==> src/rtl/uart_ctrl_pkg.sv <==
// Shared definitions for uart_ctrl: register offsets, CON bit layout, TX FSM encodings.
package uart_ctrl_pkg;

  localparam logic [31:0] OFS_TXD = 32'd0;
  localparam logic [31:0] OFS_RXD = 32'd4;
  localparam logic [31:0] OFS_CON = 32'd8;

  localparam int CON_TX_INT_EN = 0;
  localparam int CON_RX_INT_EN = 1;
  localparam int CON_TX_BUSY   = 2;
  localparam int CON_RX_VALID  = 3;
  localparam int CON_TX_FULL   = 4;
  localparam int CON_TX_OVF    = 5;
  localparam int CON_RX_OVF    = 6;
  localparam int CON_TX_DONE   = 7;

  localparam logic [1:0] ST_IDLE      = 2'd0;
  localparam logic [1:0] ST_LAUNCH    = 2'd1;
  localparam logic [1:0] ST_WAIT_DONE = 2'd2;

  // Field order matches the CON bit indices above, MSB first.
  typedef struct packed {
    logic tx_done;
    logic rx_ovf;
    logic tx_ovf;
    logic tx_full;
    logic rx_valid;
    logic tx_busy;
    logic rx_int_en;
    logic tx_int_en;
  } con_t;

endpackage

==> src/rtl/uart_ctrl_if.sv <==
// CPU bus and uart-side signals of uart_ctrl.
// The slave modport is the controller's view; master is the bus/uart environment.
interface uart_ctrl_if;
  logic [31:0] addr;
  logic [31:0] wdata;
  logic        mem_read;
  logic        mem_write;
  logic [31:0] rdata;
  logic        irq;
  logic [7:0]  tx_data;
  logic        tx_enable;
  logic        rx_enable;
  logic        tx_status;
  logic        rx_flag;
  logic [7:0]  rx_data;

  modport slave (
    input  addr, wdata, mem_read, mem_write, tx_status, rx_flag, rx_data,
    output rdata, irq, tx_data, tx_enable, rx_enable
  );

  modport master (
    output addr, wdata, mem_read, mem_write, tx_status, rx_flag, rx_data,
    input  rdata, irq, tx_data, tx_enable, rx_enable
  );
endinterface

==> src/rtl/uart_ctrl_tx_fifo.sv <==
// uart_tx_fifo: byte FIFO, push visible after the push edge, head readable combinationally.
// A push while full is accepted only if a pop happens in the same cycle.
module uart_tx_fifo #(
  parameter int DEPTH = 4,
  parameter int AW    = $clog2(DEPTH)
) (
  input  logic          i_clk,
  input  logic          i_rst_n,
  input  logic          i_push,
  input  logic [7:0]    i_wdat,
  input  logic          i_pop,
  output logic [7:0]    o_rdat,
  output logic          o_full,
  output logic          o_empty,
  output logic [AW:0]   o_count
);

  localparam logic [AW:0] L_FULL = DEPTH[AW:0];

  logic [7:0]    r_mem [DEPTH];
  logic [AW-1:0] r_wr_ptr;
  logic [AW-1:0] r_rd_ptr;
  logic [AW:0]   r_count;
  logic          w_push;
  logic          w_pop;

  assign o_full  = (r_count == L_FULL);
  assign o_empty = (r_count == '0);
  assign o_count = r_count;
  assign o_rdat  = r_mem[r_rd_ptr];

  assign w_pop  = i_pop & ~o_empty;
  assign w_push = i_push & (~o_full | w_pop);

  always_ff @(posedge i_clk or negedge i_rst_n) begin
    if (!i_rst_n) begin
      r_wr_ptr <= '0;
      r_rd_ptr <= '0;
      r_count  <= '0;
    end else begin
      if (w_push) r_wr_ptr <= r_wr_ptr + 1'b1;
      if (w_pop)  r_rd_ptr <= r_rd_ptr + 1'b1;
      case ({w_push, w_pop})
        2'b10:   r_count <= r_count + 1'b1;
        2'b01:   r_count <= r_count - 1'b1;
        default: r_count <= r_count;
      endcase
    end
  end

  always_ff @(posedge i_clk) begin
    if (w_push) r_mem[r_wr_ptr] <= i_wdat;
  end

endmodule

==> src/rtl/uart_ctrl.sv <==
// uart_ctrl: memory-mapped TX FIFO + RX holding register in front of a slow-clock uart.
// tx_enable rises 1 cycle after a TXD write into an idle path; RX capture 3 cycles after rx_flag.
module uart_ctrl
  import uart_ctrl_pkg::*;
#(
  parameter logic [31:0] BASE     = 32'h4000_0018,
  parameter int          TX_DEPTH = 4
) (
  input  logic         sysclk,
  input  logic         reset_n,
  uart_ctrl_if.slave   bus
);

  localparam int CW = $clog2(TX_DEPTH) + 1;

  logic          w_sel_txd, w_sel_rxd, w_sel_con;
  logic          w_wr_txd, w_wr_con, w_rd_rxd;
  logic          r_txs_meta, r_txs_sync;
  logic          r_rxf_meta, r_rxf_sync, r_rxf_prev;
  logic          w_tx_st, w_rx_rise;
  logic [1:0]    r_state;
  logic [7:0]    r_tx_data;
  logic          w_pop, w_full, w_empty;
  logic [7:0]    w_fifo_rdat;
  logic [CW-1:0] w_count;
  logic          r_tx_int_en, r_rx_int_en;
  logic          r_tx_ovf, r_rx_ovf, r_tx_done, r_rx_valid;
  logic [7:0]    r_rx_buf;
  logic          r_irq, r_rx_en;
  logic          w_tx_busy, w_tx_done_set, w_tx_ovf_set, w_rx_ovf_set;
  con_t          w_con;
  logic [31:0]   w_rdata;
  logic          w_unused;

  assign w_sel_txd = (bus.addr == BASE + OFS_TXD);
  assign w_sel_rxd = (bus.addr == BASE + OFS_RXD);
  assign w_sel_con = (bus.addr == BASE + OFS_CON);
  assign w_wr_txd  = bus.mem_write & w_sel_txd;
  assign w_wr_con  = bus.mem_write & w_sel_con;
  assign w_rd_rxd  = bus.mem_read  & w_sel_rxd;
  assign w_unused  = ^bus.wdata[31:8];

  // tx_status sync resets to "busy" so a uart still finishing a frame across
  // our reset cannot be launched into before its real status is visible.
  always_ff @(posedge sysclk or negedge reset_n) begin
    if (!reset_n) begin
      r_txs_meta <= 1'b1;
      r_txs_sync <= 1'b1;
      r_rxf_meta <= 1'b0;
      r_rxf_sync <= 1'b0;
      r_rxf_prev <= 1'b0;
    end else begin
      r_txs_meta <= bus.tx_status;
      r_txs_sync <= r_txs_meta;
      r_rxf_meta <= bus.rx_flag;
      r_rxf_sync <= r_rxf_meta;
      r_rxf_prev <= r_rxf_sync;
    end
  end

  assign w_tx_st   = r_txs_sync;
  assign w_rx_rise = r_rxf_sync & ~r_rxf_prev;

  assign w_pop = (r_state == ST_IDLE) & ~w_empty & ~w_tx_st;

  uart_tx_fifo #(.DEPTH(TX_DEPTH)) u_fifo (
    .i_clk   (sysclk),
    .i_rst_n (reset_n),
    .i_push  (w_wr_txd),
    .i_wdat  (bus.wdata[7:0]),
    .i_pop   (w_pop),
    .o_rdat  (w_fifo_rdat),
    .o_full  (w_full),
    .o_empty (w_empty),
    .o_count (w_count)
  );

  always_ff @(posedge sysclk or negedge reset_n) begin
    if (!reset_n) begin
      r_state   <= ST_IDLE;
      r_tx_data <= 8'h00;
    end else begin
      case (r_state)
        ST_IDLE: begin
          if (w_pop) begin
            r_state   <= ST_LAUNCH;
            r_tx_data <= w_fifo_rdat;
          end
        end
        ST_LAUNCH:    if (w_tx_st)  r_state <= ST_WAIT_DONE;
        ST_WAIT_DONE: if (!w_tx_st) r_state <= ST_IDLE;
        default:      r_state <= ST_IDLE;
      endcase
    end
  end

  assign w_tx_done_set = (r_state == ST_WAIT_DONE) & ~w_tx_st;
  assign w_tx_ovf_set  = w_wr_txd & w_full & ~w_pop;
  assign w_rx_ovf_set  = w_rx_rise & r_rx_valid & ~w_rd_rxd;
  assign w_tx_busy     = (w_count != '0) | (r_state != ST_IDLE);

  // Sticky flags: a set in the same cycle as a write-1-to-clear takes priority.
  always_ff @(posedge sysclk or negedge reset_n) begin
    if (!reset_n) begin
      r_tx_int_en <= 1'b0;
      r_rx_int_en <= 1'b0;
      r_tx_ovf    <= 1'b0;
      r_rx_ovf    <= 1'b0;
      r_tx_done   <= 1'b0;
      r_rx_valid  <= 1'b0;
      r_rx_buf    <= 8'h00;
      r_irq       <= 1'b0;
      r_rx_en     <= 1'b0;
    end else begin
      r_rx_en <= 1'b1;
      if (w_wr_con) begin
        r_tx_int_en <= bus.wdata[CON_TX_INT_EN];
        r_rx_int_en <= bus.wdata[CON_RX_INT_EN];
      end
      r_tx_ovf  <= w_tx_ovf_set  | (r_tx_ovf  & ~(w_wr_con & bus.wdata[CON_TX_OVF]));
      r_rx_ovf  <= w_rx_ovf_set  | (r_rx_ovf  & ~(w_wr_con & bus.wdata[CON_RX_OVF]));
      r_tx_done <= w_tx_done_set | (r_tx_done & ~(w_wr_con & bus.wdata[CON_TX_DONE]));
      if (w_rx_rise) begin
        r_rx_buf   <= bus.rx_data;
        r_rx_valid <= 1'b1;
      end else if (w_rd_rxd) begin
        r_rx_valid <= 1'b0;
      end
      r_irq <= (r_tx_int_en & r_tx_done) | (r_rx_int_en & r_rx_valid);
    end
  end

  assign w_con = {r_tx_done, r_rx_ovf, r_tx_ovf, w_full,
                  r_rx_valid, w_tx_busy, r_rx_int_en, r_tx_int_en};

  always_comb begin
    w_rdata = 32'h0;
    if (bus.mem_read) begin
      if (w_sel_rxd)      w_rdata = {24'h0, r_rx_buf};
      else if (w_sel_con) w_rdata = {24'h0, w_con};
    end
  end

  assign bus.rdata     = w_rdata;
  assign bus.irq       = r_irq;
  assign bus.tx_data   = r_tx_data;
  assign bus.tx_enable = (r_state == ST_LAUNCH);
  assign bus.rx_enable = r_rx_en;

endmodule

==> src/flat_wrapper.sv <==
// flat-port wrapper written by rule: the top's interface ports become plain ports
module uart_ctrl_flat import uart_ctrl_pkg::*;
#(
  parameter logic [31:0] BASE     = 32'h4000_0018,
  parameter int          TX_DEPTH = 4
)
  (sysclk, reset_n, bus_addr, bus_wdata, bus_mem_read, bus_mem_write, bus_tx_status, bus_rx_flag, bus_rx_data, bus_rdata, bus_irq, bus_tx_data, bus_tx_enable, bus_rx_enable);
  uart_ctrl_if bus_i ();
  input  logic sysclk;
  input  logic reset_n;
  input wire logic [$bits(bus_i.addr)-1:0] bus_addr;
  input wire logic [$bits(bus_i.wdata)-1:0] bus_wdata;
  input wire logic [$bits(bus_i.mem_read)-1:0] bus_mem_read;
  input wire logic [$bits(bus_i.mem_write)-1:0] bus_mem_write;
  input wire logic [$bits(bus_i.tx_status)-1:0] bus_tx_status;
  input wire logic [$bits(bus_i.rx_flag)-1:0] bus_rx_flag;
  input wire logic [$bits(bus_i.rx_data)-1:0] bus_rx_data;
  output wire logic [$bits(bus_i.rdata)-1:0] bus_rdata;
  output wire logic [$bits(bus_i.irq)-1:0] bus_irq;
  output wire logic [$bits(bus_i.tx_data)-1:0] bus_tx_data;
  output wire logic [$bits(bus_i.tx_enable)-1:0] bus_tx_enable;
  output wire logic [$bits(bus_i.rx_enable)-1:0] bus_rx_enable;
  assign bus_i.addr = bus_addr;
  assign bus_i.wdata = bus_wdata;
  assign bus_i.mem_read = bus_mem_read;
  assign bus_i.mem_write = bus_mem_write;
  assign bus_i.tx_status = bus_tx_status;
  assign bus_i.rx_flag = bus_rx_flag;
  assign bus_i.rx_data = bus_rx_data;
  assign bus_rdata = bus_i.rdata;
  assign bus_irq = bus_i.irq;
  assign bus_tx_data = bus_i.tx_data;
  assign bus_tx_enable = bus_i.tx_enable;
  assign bus_rx_enable = bus_i.rx_enable;
  uart_ctrl #(.BASE(BASE), .TX_DEPTH(TX_DEPTH)) u_core (.sysclk(sysclk), .reset_n(reset_n), .bus(bus_i));
endmodule
==> config.mk <==
export PLATFORM = sky130hd
export DESIGN_NAME = uart_ctrl_flat
export DESIGN_NICKNAME = d
export VERILOG_FILES = /design/src/rtl/uart_ctrl_pkg.sv /design/src/rtl/uart_ctrl_if.sv /design/src/rtl/uart_ctrl_tx_fifo.sv /design/src/rtl/uart_ctrl.sv /design/src/flat_wrapper.sv
export SDC_FILE = /design/constraint.sdc
export NUM_CORES = 1
export LEC_CHECK = 0
export CAP_MARGIN = 20
export CORE_UTILIZATION = 48
export CTS_CLUSTER_SIZE = 14
export DETAILED_ROUTE_END_ITERATION = 7
export HOLD_SLACK_MARGIN = 0.05
export MAX_ROUTING_LAYER = met4
export PLACE_DENSITY = 0.87
export SLEW_MARGIN = 10
export SYNTH_ARGS = -nofsm -noshare
export SYNTH_HDL_FRONTEND = slang
export SYNTH_SLANG_ARGS = --single-unit
==> constraint.sdc <==
create_clock -name sysclk -period 3.1 [get_ports sysclk]
set_input_delay 0.62 -clock sysclk [delete_from_list [all_inputs] [get_ports sysclk]]
set_output_delay 0.62 -clock sysclk [all_outputs]
set_load 0.005 [all_outputs]
Yosys cells after proc, flatten, opt, wreduce, memory -nomap -nowiden
Memories as Yosys holds them, arrays and structs flattened. A register that Yosys moved wholly into a read port is not among the register bits. Index checks and enable logic that the tools add are counted.

Output and inout port bits: 43. Memories: 1. RAM bits: 32. Register bits: 30. Word-level logic and storage cells: 91. Input bits: 78.

Reduce and logical (&&, ||, !) cells: 9. Muxes and demuxes: 12. Bitwise operators: 36. $add $sub $neg: 4. Eq/ne operators: 11.

Memories: u_core.u_fifo.r_mem (words 4, width 8, rd ports 1, clocked after memory_dff 1, wr ports 1, RTL line uart_ctrl_tx_fifo.sv:20) `logic [7:0] r_mem [DEPTH];`.

Operator list (number): equality test 32 x 31 -> 1 bit, second input constant (3); 2-to-1 mux 8 bit (3); bitwise AND 1 bit (21); NOT 1 bit (9); 2-to-1 mux 2 bit (3); OR 1 bit (6); one-hot mux 2 bit (3 select lines) (1); one-hot mux 3 bit (2 select lines) (1); nonzero test 2 bit (3); adder 2 x 1 -> 2 bit, second input constant (2); equality test 2 x 1 -> 1 bit, second input constant (2); equality test 2 bit, second input constant (2); 2-to-1 mux 1 bit (4); != test 2 bit, second input constant (2); adder 3 x 1 -> 3 bit, second input constant (1); equality test 3 bit, second input constant (1); logical NOT 3 bit (1); AND reduction 3 bit (1); nonzero test 3 bit (1); subtractor 3 x 1 -> 3 bit, second input constant (1); logical NOT 2 bit (1); != test 2 x 1 -> 1 bit, second input constant (1); AND reduction 2 bit (1); logical NOT 1 bit (1).

Depth between registers and ports, before layout
Gate-level depths: netlist (run 1).

Word-level depth: 9. Mapped depth: 10. Depth with buffers taken out: 10.

Hierarchy
From an unflattened synthesis (run 1), not the netlist that was laid out.

Cells, all modules: 211. Area total of the unflattened synthesis: 3211.8 um^2.

By module, submodules not included: uart_ctrl (area an instance 1624.1 um^2, cells each 131, seq. area each 778.2 um^2, instances 1); uart_tx_fifo (area an instance 1587.8 um^2, cells each 80, seq. area each 1136.1 um^2, instances 1).

Worst setup path before layout (run 1)
No wires, ideal clock.

Path kind: input to register. From: input bus_addr[25]. To: register u_core.u_fifo.r_count[2], in the netlist u_core.u_fifo.o_count[2]. Arrival: 2424 ps. Path slack: 551 ps. Data required time: 2975 ps. Cell stages on the path: 10. Library setup time: 125 ps. Path buffers: 0. Path through: nor4_4 -> nand4_4 -> nor4b_4 -> inv_1 -> ha_1 -> inv_1 -> fa_1 -> xor2_1 -> nor2_1 -> xor2_1.

Cells in the longest elaborated chain, start to end: 5. Elaborated cells on any way between the ends: 7. Classes of those cells: eq/ne (3); mux (1); bitwise (2); reduce/logical (1).

Ends and longest elaborated chain: start: declaration (RTL line flat_wrapper.sv:11) `input wire logic [$bits(bus_i.addr)-1:0] bus_addr;`; equality test 32 x 31 -> 1 bit (*) (RTL line uart_ctrl.sv:35) `assign w_sel_txd = (bus.addr == BASE + OFS_TXD);`; bitwise AND 1 bit (*) (RTL line uart_ctrl.sv:38) `assign w_wr_txd = bus.mem_write & w_sel_txd;`; bitwise AND 1 bit (*) (RTL line uart_ctrl_tx_fifo.sv:33) `assign w_push = i_push & (~o_full | w_pop);`; equality test 2 x 1 -> 1 bit or equality test 2 bit (tied branches) (RTL line uart_ctrl_tx_fifo.sv:43) `case ({w_push, w_pop})`; one-hot mux 3 bit (2 select lines) or nonzero test 2 bit (tied branches); end signal: assignment (RTL line uart_ctrl_tx_fifo.sv:44) `2'b10: r_count <= r_count + 1'b1;`; end signal: assignment (RTL line uart_ctrl_tx_fifo.sv:45) `2'b01: r_count <= r_count - 1'b1;`; end signal: assignment (RTL line uart_ctrl_tx_fifo.sv:46) `default: r_count <= r_count;`; end: declaration (RTL line uart_ctrl_tx_fifo.sv:23) `logic [AW:0] r_count;`.

Every way passes the cells marked *; elsewhere a longest branch is shown, timed or not. A chain may end at the register's enable or synchronous reset.

Worst setup path after layout (run 1)
From: input bus_addr[9]. To: register u_core.u_fifo.r_count[2], in the netlist u_core.u_fifo.o_count[2].

The elaborated chain is that of the path after synthesis.

==> metrics.yaml, run 1 <==
floorplanning:
  rows: 29
  die_w_um: 83.8
  die_area_mm2: 0.00702
  ioPinCount: 121
  die_h_um: 83.8
  fp.coreArea_mm2: 0.00642
  start_util_pct: 50.0
yosys:
  ys.warnings.count: 0
  syn_avg_cell_area_um2: 15.6
  ys_types: 38
  synth_area_leaders: "edfxtp_1 30%, dfrtp_1 28%, mux2_2 6.3%"
  yosysTopAreaCell: "edfxtp_1"
  ys_top_cells_by_count: "36 x dfrtp_1, 32 x edfxtp_1, 24 x buf_4"
  ys_seq_area_share_pct: 59.6
  synth.most_common_cell: "dfrtp_1"
  synth-seq-cells: 70
  netlist.area_leader.share_pct: 29.9
  synthFlopType: "dfrtp_1"
  syn-instance-count: 206
  synth-edff-count: 32
  async_flop_share_pct: 54.3
  syn-cell-area_mm2: 0.00321
flow_run:
  maxCapViolCount: 0
critical_path:
  cp_max_fo: 2
  crit_arrival_ps: 3220
  cp-end-kind: "register"
  path_class: "in2reg"
  path_buf_inv: 11
  cpMostUsedCell: "buf_4"
  crit_family: "buffers and inverters"
  crit_path_start_kind: "input pin"
  critPathMaxStageDelay_ps: 320
  crit_slowest_cell: "nor4b_4"
  cp_cell_sequence: "buf_6 -> nor4_4 -> buf_4 -> buf_6 -> buf_4 -> buf_4 -> buf_4 -> buf_4 -> buf_4 -> buf_6 -> nand4_1 -> nor4b_4 -> inv_1 -> ha_2 -> inv_2 -> fa_2 -> xor2_1 -> nor2_1 -> xor2_1"
  critPathRequiredTime_ps: 3310
detailed_routing:
  avgViaCountPerCell: 5.13
  wl_per_cell_um: 16.2
  first_pass_iters: 6
  first_iter_violations: 105
  ant_nets: 0
  vias: 2022
  drt_wl_total_um: 6390
  drc: 8
power_and_ir_drop:
  power_uw: 2510
  p_seq_share_pct: 48.4
  pwr-share-comb_pct: 23.6
  p_int_uw: 1860
  pwr_density_cell_mw_per_mm2: 576
  power.leakage_uw: 0.00187
  ir_worst_vdd_mv: 0.239
  p_sw_uw: 647
  clkPwrFrac_pct: 28.0
  switching_share_pct: 25.8
clock_tree:
  clock_sinks: 70
  cts-root-buf: "clkbuf_8"
  path_clk_slew_ps: 70
  tritoncts: "built"
  cts_inserted_buffers: 9
  htreeDepth: 3
  clockBufferDepth: 2
  clk_latency_ps: 330
global_routing:
  track_usage_pct: 19.9
  grt_start_max_net_pins: 39
  grt_overflow: 0
  grt_pass1_vias: 2133
  grt_pass1_wl_um: 10100
  antenna_found_initial: 0
timing:
  hold_viol: 0
  tightest_slew_ps: 876
  skew_ps: 6.73
  setup_viol: 0
  relSlewSlack_pct: 41.6
  whs_ps: 359
  finalCritPeriodShare_pct: 97.1
  fin_crit_ps: 3010
  finalMaxSlewViolations: 0
  max_freq_mhz: 332
place:
  dp_cells: 363
  place.gp.congestion: 0.745
  placedInstanceArea_mm2: 0.00401
  dpl.hpwl_um: 4230
  io_buffer_count: 72
cells_and_area:
  synthToLayoutAreaGrowth_pct: 35.4
  drive_above_1_share_pct: 30.0
  fin_area_mm2: 0.00435
  final_nets: 396
  diodes: 0
  finalNonFillerCells: 394
status:
  violations: "design-rule violations"
  status: "finished with violations"
worst_hold_path:
  hp-class: "reg2reg"
==> cell families after synthesis <==
logic type	after synthesis	synth area share, %
DFF	70	59.6
buffers and inverters	40	7.55
and+or+nand+nor	38	11.6
muxes	28	12.7
AOI/OAI and AO/OA	16	4.09
adders and majority gates	6	2.57
xor gates and xnor gates	6	1.64
other	2	0.234
==> worst paths after layout <==
| check | startpoint | to | slack [ps] | cells after the start |
|---|---|---|---|---|
| max in group asynchronous | reset_n | u_core.r_rx_ovf | 2150 | 1 |
| min in group asynchronous | reset_n | u_core.bus.tx_data[4] | 390 | 1 |
| hold reg to reg | u_core.r_txs_meta | u_core.r_txs_sync | 360 | 0 |
| setup / recovery | bus_addr[9] | u_core.u_fifo.o_count[2] | 90 | 19 |
| setup reg to reg | u_core.r_state[1] | u_core.u_fifo.o_count[2] | 560 | 8 |
| hold / removal | u_core.r_txs_meta | u_core.r_txs_sync | 360 | 0 |
==> worst reg2reg max path: cells and delay by family, from the launching register on <==
family	cells	cell delay, ps
xor+xnor	2	330
fa+ha+maj	2	710
buf+inv	1	50
flops	1	410
simple gates	3	950
==> sequential cells by signal, indices dropped and copies added (netlist names), 2 cells and up <==
signal	cells
u_core.bus.tx_data	8
u_core.u_fifo.r_mem	32
u_core.r_state	2
u_core.u_fifo.r_rd_ptr	2
u_core.u_fifo.o_count	3
u_core.r_rx_buf	8
u_core.u_fifo.r_wr_ptr	2
==> area by class of cell <==
class / count / area, µm²
well taps: 77 / 96.3
clock inverters: 5 / 48.8
flip-flops and latches: 70 / 1910
fillers: 442 / 2070
clock buffers: 11 / 141
repair buffers: 100 / 936
multi-input cells: 119 / 1170
inverters: 12 / 45.0
==> what timing repair did <==
action	4_1_cts	5_1_grt
setup buffers	14	3
resized for setup	34	26
setup endpoints to repair	8	41
hold buffers	0	0
pin swaps	8	14
==> power groups by stage <==
stage,sequential [µW],clock (µW),combinational [µW]
2_1_floorplan,1170,0,391
3_3_place_gp,1230,0,563
3_5_place_dp,1230,0,581
4_1_cts,1220,715,586
5_1_grt,1240,760,644
6_report,1210,702,591
==> placed cells by master (no fill, tap or decap), types with 8 or more instances in the layout <==
cell type / n
clkdlybuf4s50_1: 39
dlymetal6s2s_1: 10
dfrtp_1: 36
clkbuf_8: 10
mux2_2: 18
mux4_2: 8
inv_1: 11
a22o_1: 8
edfxtp_1: 32
conb_1: 25
buf_4: 23
dlygate4sd2_1: 13
==> per-layer routing <==
| layer | vias up | GRT usage (%) | routed length [µm] |
|---|---|---|---|
| met4 | 0 | 6.74 | 130 |
| met3 | 11 | 5.93 | 358 |
| li1 | 923 | - | - |
| met2 | 84 | 34.9 | 3520 |
| met5 | - | - | 0 |
| met1 | 1004 | 21.6 | 2380 |
==> per-stage QoR <==
step / TNS [ps] / util, % / worst slack, ps
6_report: 0 / 67.7 / 91.4
5_1_grt: -99.1 / 67.7 / -89.1
4_1_cts: -59.3 / 66.8 / -58.7
3_5_place_dp: -1940 / 62.5 / -261
3_3_place_gp: -1920 / 62.5 / -253
2_1_floorplan: 0 / - / 551
Note: power is estimated with default switching activity, not from simulation.
==> inputs of run 2 (changes only) <==
--- a/config.mk
+++ b/config.mk
@@ -6,6 +6,7 @@
 export NUM_CORES = 1
 export LEC_CHECK = 0
 export CAP_MARGIN = 20
+export CORE_MARGIN = 10
 export CORE_UTILIZATION = 48
 export CTS_CLUSTER_SIZE = 14
 export DETAILED_ROUTE_END_ITERATION = 7
==> metrics.yaml, run 2 (synthesized netlist as in run 1, its figures left out) <==
floorplanning:
  rows: 29
  start_util_pct: 50.0
  die_w_um: 102
  die_h_um: 102
  ioPinCount: 121
  fp.coreArea_mm2: 0.00642
  die_area_mm2: 0.0104
worst_hold_path:
  hp-class: "reg2reg"
power_and_ir_drop:
  pwr-share-comb_pct: 23.7
  p_sw_uw: 633
  power_uw: 2440
  switching_share_pct: 26.0
  p_seq_share_pct: 49.8
  p_int_uw: 1800
  power.leakage_uw: 0.00188
  pwr_density_cell_mw_per_mm2: 571
  ir_worst_vdd_mv: 0.281
  clkPwrFrac_pct: 26.4
cells_and_area:
  ff_latch_area_mm2: 0.00191
  fill_cells: 465
  synthToLayoutAreaGrowth_pct: 32.7
  final_cell_mix: "40 x clkdlybuf4s50_1, 36 x dfrtp_1, 32 x edfxtp_1, 25 x conb_1, 20 x buf_4"
  diodes: 0
  fin_area_mm2: 0.00426
  top_register: "u_core.u_fifo.r_mem"
  multi_input_area_mm2: 0.00115
  largest_reg_flops: 32
  drive_above_1_share_pct: 27.7
  final_common_cell: "clkdlybuf4s50_1"
  final_nets: 390
critical_path:
  critPathRequiredTime_ps: 2480
  crit_path_start_kind: "input pin"
  cp_max_fo: 3
  crit_arrival_ps: 2380
  path_class: "in2out"
  cp-end-kind: "output port"
clock_tree:
  cts_inserted_buffers: 9
  clk_latency_ps: 330
  tritoncts: "built"
  clockBufferDepth: 2
  path_clk_slew_ps: 70
  htreeDepth: 3
  cts-root-buf: "clkbuf_8"
  clock_sinks: 70
  holdBufCountCts: 0
global_routing:
  grt_start_max_net_pins: 39
  grt_pass1_vias: 2286
  grt_pass1_wl_um: 10700
  grt_overflow: 0
  track_usage_pct: 13.8
  antenna_found_initial: 0
place:
  placedInstanceArea_mm2: 0.00401
  place.gp.congestion: 0.779
  dpl.hpwl_um: 5110
  io_buffer_count: 72
timing:
  max_freq_mhz: 333
  tightest_slew_ps: 888
  skew_ps: 2.98
  relSlewSlack_pct: 40.7
  finalMaxSlewViolations: 0
  setup_viol: 0
  finalCritPeriodShare_pct: 96.8
  fin_crit_ps: 3000
  hold_viol: 0
detailed_routing:
  drc: 0
  avgViaCountPerCell: 5.06
  drt_wl_total_um: 6790
  wl_per_cell_um: 17.5
  ant_nets: 0
  vias: 1963
  first_pass_iters: 4
  first_iter_violations: 76
flow_run:
  maxCapViolCount: 0
status:
  status: "completed"
## run 2: cell types whose count changed in the layout (fill, tap and decap cells not counted), moves of 2 or more
cell,before,now
buf_2,2,4
buf_4,23,20
buf_6,6,2
clkbuf_1,1,4
clkdlybuf4s15_1,3,0
clkinv_1,3,0
dlygate4sd2_1,13,10
dlymetal6s2s_1,10,15
## run 2: power by group through the flow
stage / logic [µW] / registers [µW] / clock network, µW
floorplan: 391 / 1170 / 0
global placement: 571 / 1230 / 0
detailed placement: 592 / 1240 / 0
CTS: 590 / 1220 / 663
global route: 636 / 1240 / 694
finish: 578 / 1210 / 644
## run 2: per-stage QoR
| stage | instances | util [%] | setup TNS (ps) | worst slack [ps] | hold WS, ps |
|---|---|---|---|---|---|
| after detailed placement | 363 | 62.5 | -2140 | -280 | 335 |
| after floorplan | 229 | - | 0 | 551 | 324 |
| after global placement | 363 | 62.5 | -2050 | -268 | 332 |
| final | 388 | 66.4 | 0 | 98.8 | 348 |
| after global routing | 388 | 66.4 | -6.11 | -4.24 | 364 |
| after CTS | 386 | 65.6 | 0 | 2.52 | 345 |
## run 2: worst paths after layout
kind                            slack (ps)  cells after the start                  endpoint              start
min in group asynchronous              400                      1     u_core.bus.tx_data[5]            reset_n
worst max register to register         650                      8  u_core.u_fifo.o_count[2]  u_core.r_state[1]
max in group asynchronous             2140                      1     u_core.bus.tx_data[1]            reset_n
worst min-delay path                   350                      0         u_core.r_rxf_sync  u_core.r_rxf_meta
worst min register to register         350                      0         u_core.r_rxf_sync  u_core.r_rxf_meta
worst max-delay path                   100                     10              bus_rdata[7]       bus_addr[13]
## run 2: final cells by class
cell class / count / area share [%]
Multi-Input combinational cell: 119 / 27.1
Clock buffer: 15 / 3.90
Tap cell: 77 / 2.26
Clock inverter: 1 / 0.117
Sequential cell: 70 / 44.9
Timing Repair Buffer: 94 / 20.7
Inverter: 12 / 1.06
## run 2: worst max-delay path: stages
cell	delay (ps)
clkdlybuf4s50_1	420
nor4_2	190
nand4_1	160
buf_6	150
nor4_4	230
buf_4	170
buf_4	100
buf_4	100
a22o_1	120
buf_2	110
## run 2: layer usage
| layer | wire length [µm] | GRT usage, % | vias to the layer above | share of wire [%] |
|---|---|---|---|---|
| met3 | 440 | 4.45 | 7 | 6.5 |
| met5 | 0 | - | - | 0 |
| met1 | 2790 | 14.9 | 977 | 41 |
| met4 | 76 | 5.21 | 0 | 1.1 |
| met2 | 3490 | 23.3 | 70 | 51 |
| li1 | - | - | 909 | - |
## run 2: timing repair
| item | CTS | global route |
|---|---|---|
| resized for setup | 27 | 23 |
| pin swaps | 8 | 11 |
| setup buffers | 7 | 2 |
| endpoints found under the setup margin | 8 | 8 |
==> inputs of run 3 (changes only) <==
--- a/config.mk
+++ b/config.mk
@@ -5,7 +5,6 @@
 export SDC_FILE = /design/constraint.sdc
 export NUM_CORES = 1
 export LEC_CHECK = 0
-export CAP_MARGIN = 20
 export CORE_MARGIN = 10
 export CORE_UTILIZATION = 48
 export CTS_CLUSTER_SIZE = 14
==> results of run 3 <==
Same layout as run 2: the final DEF is identical, and so are final timing and power.
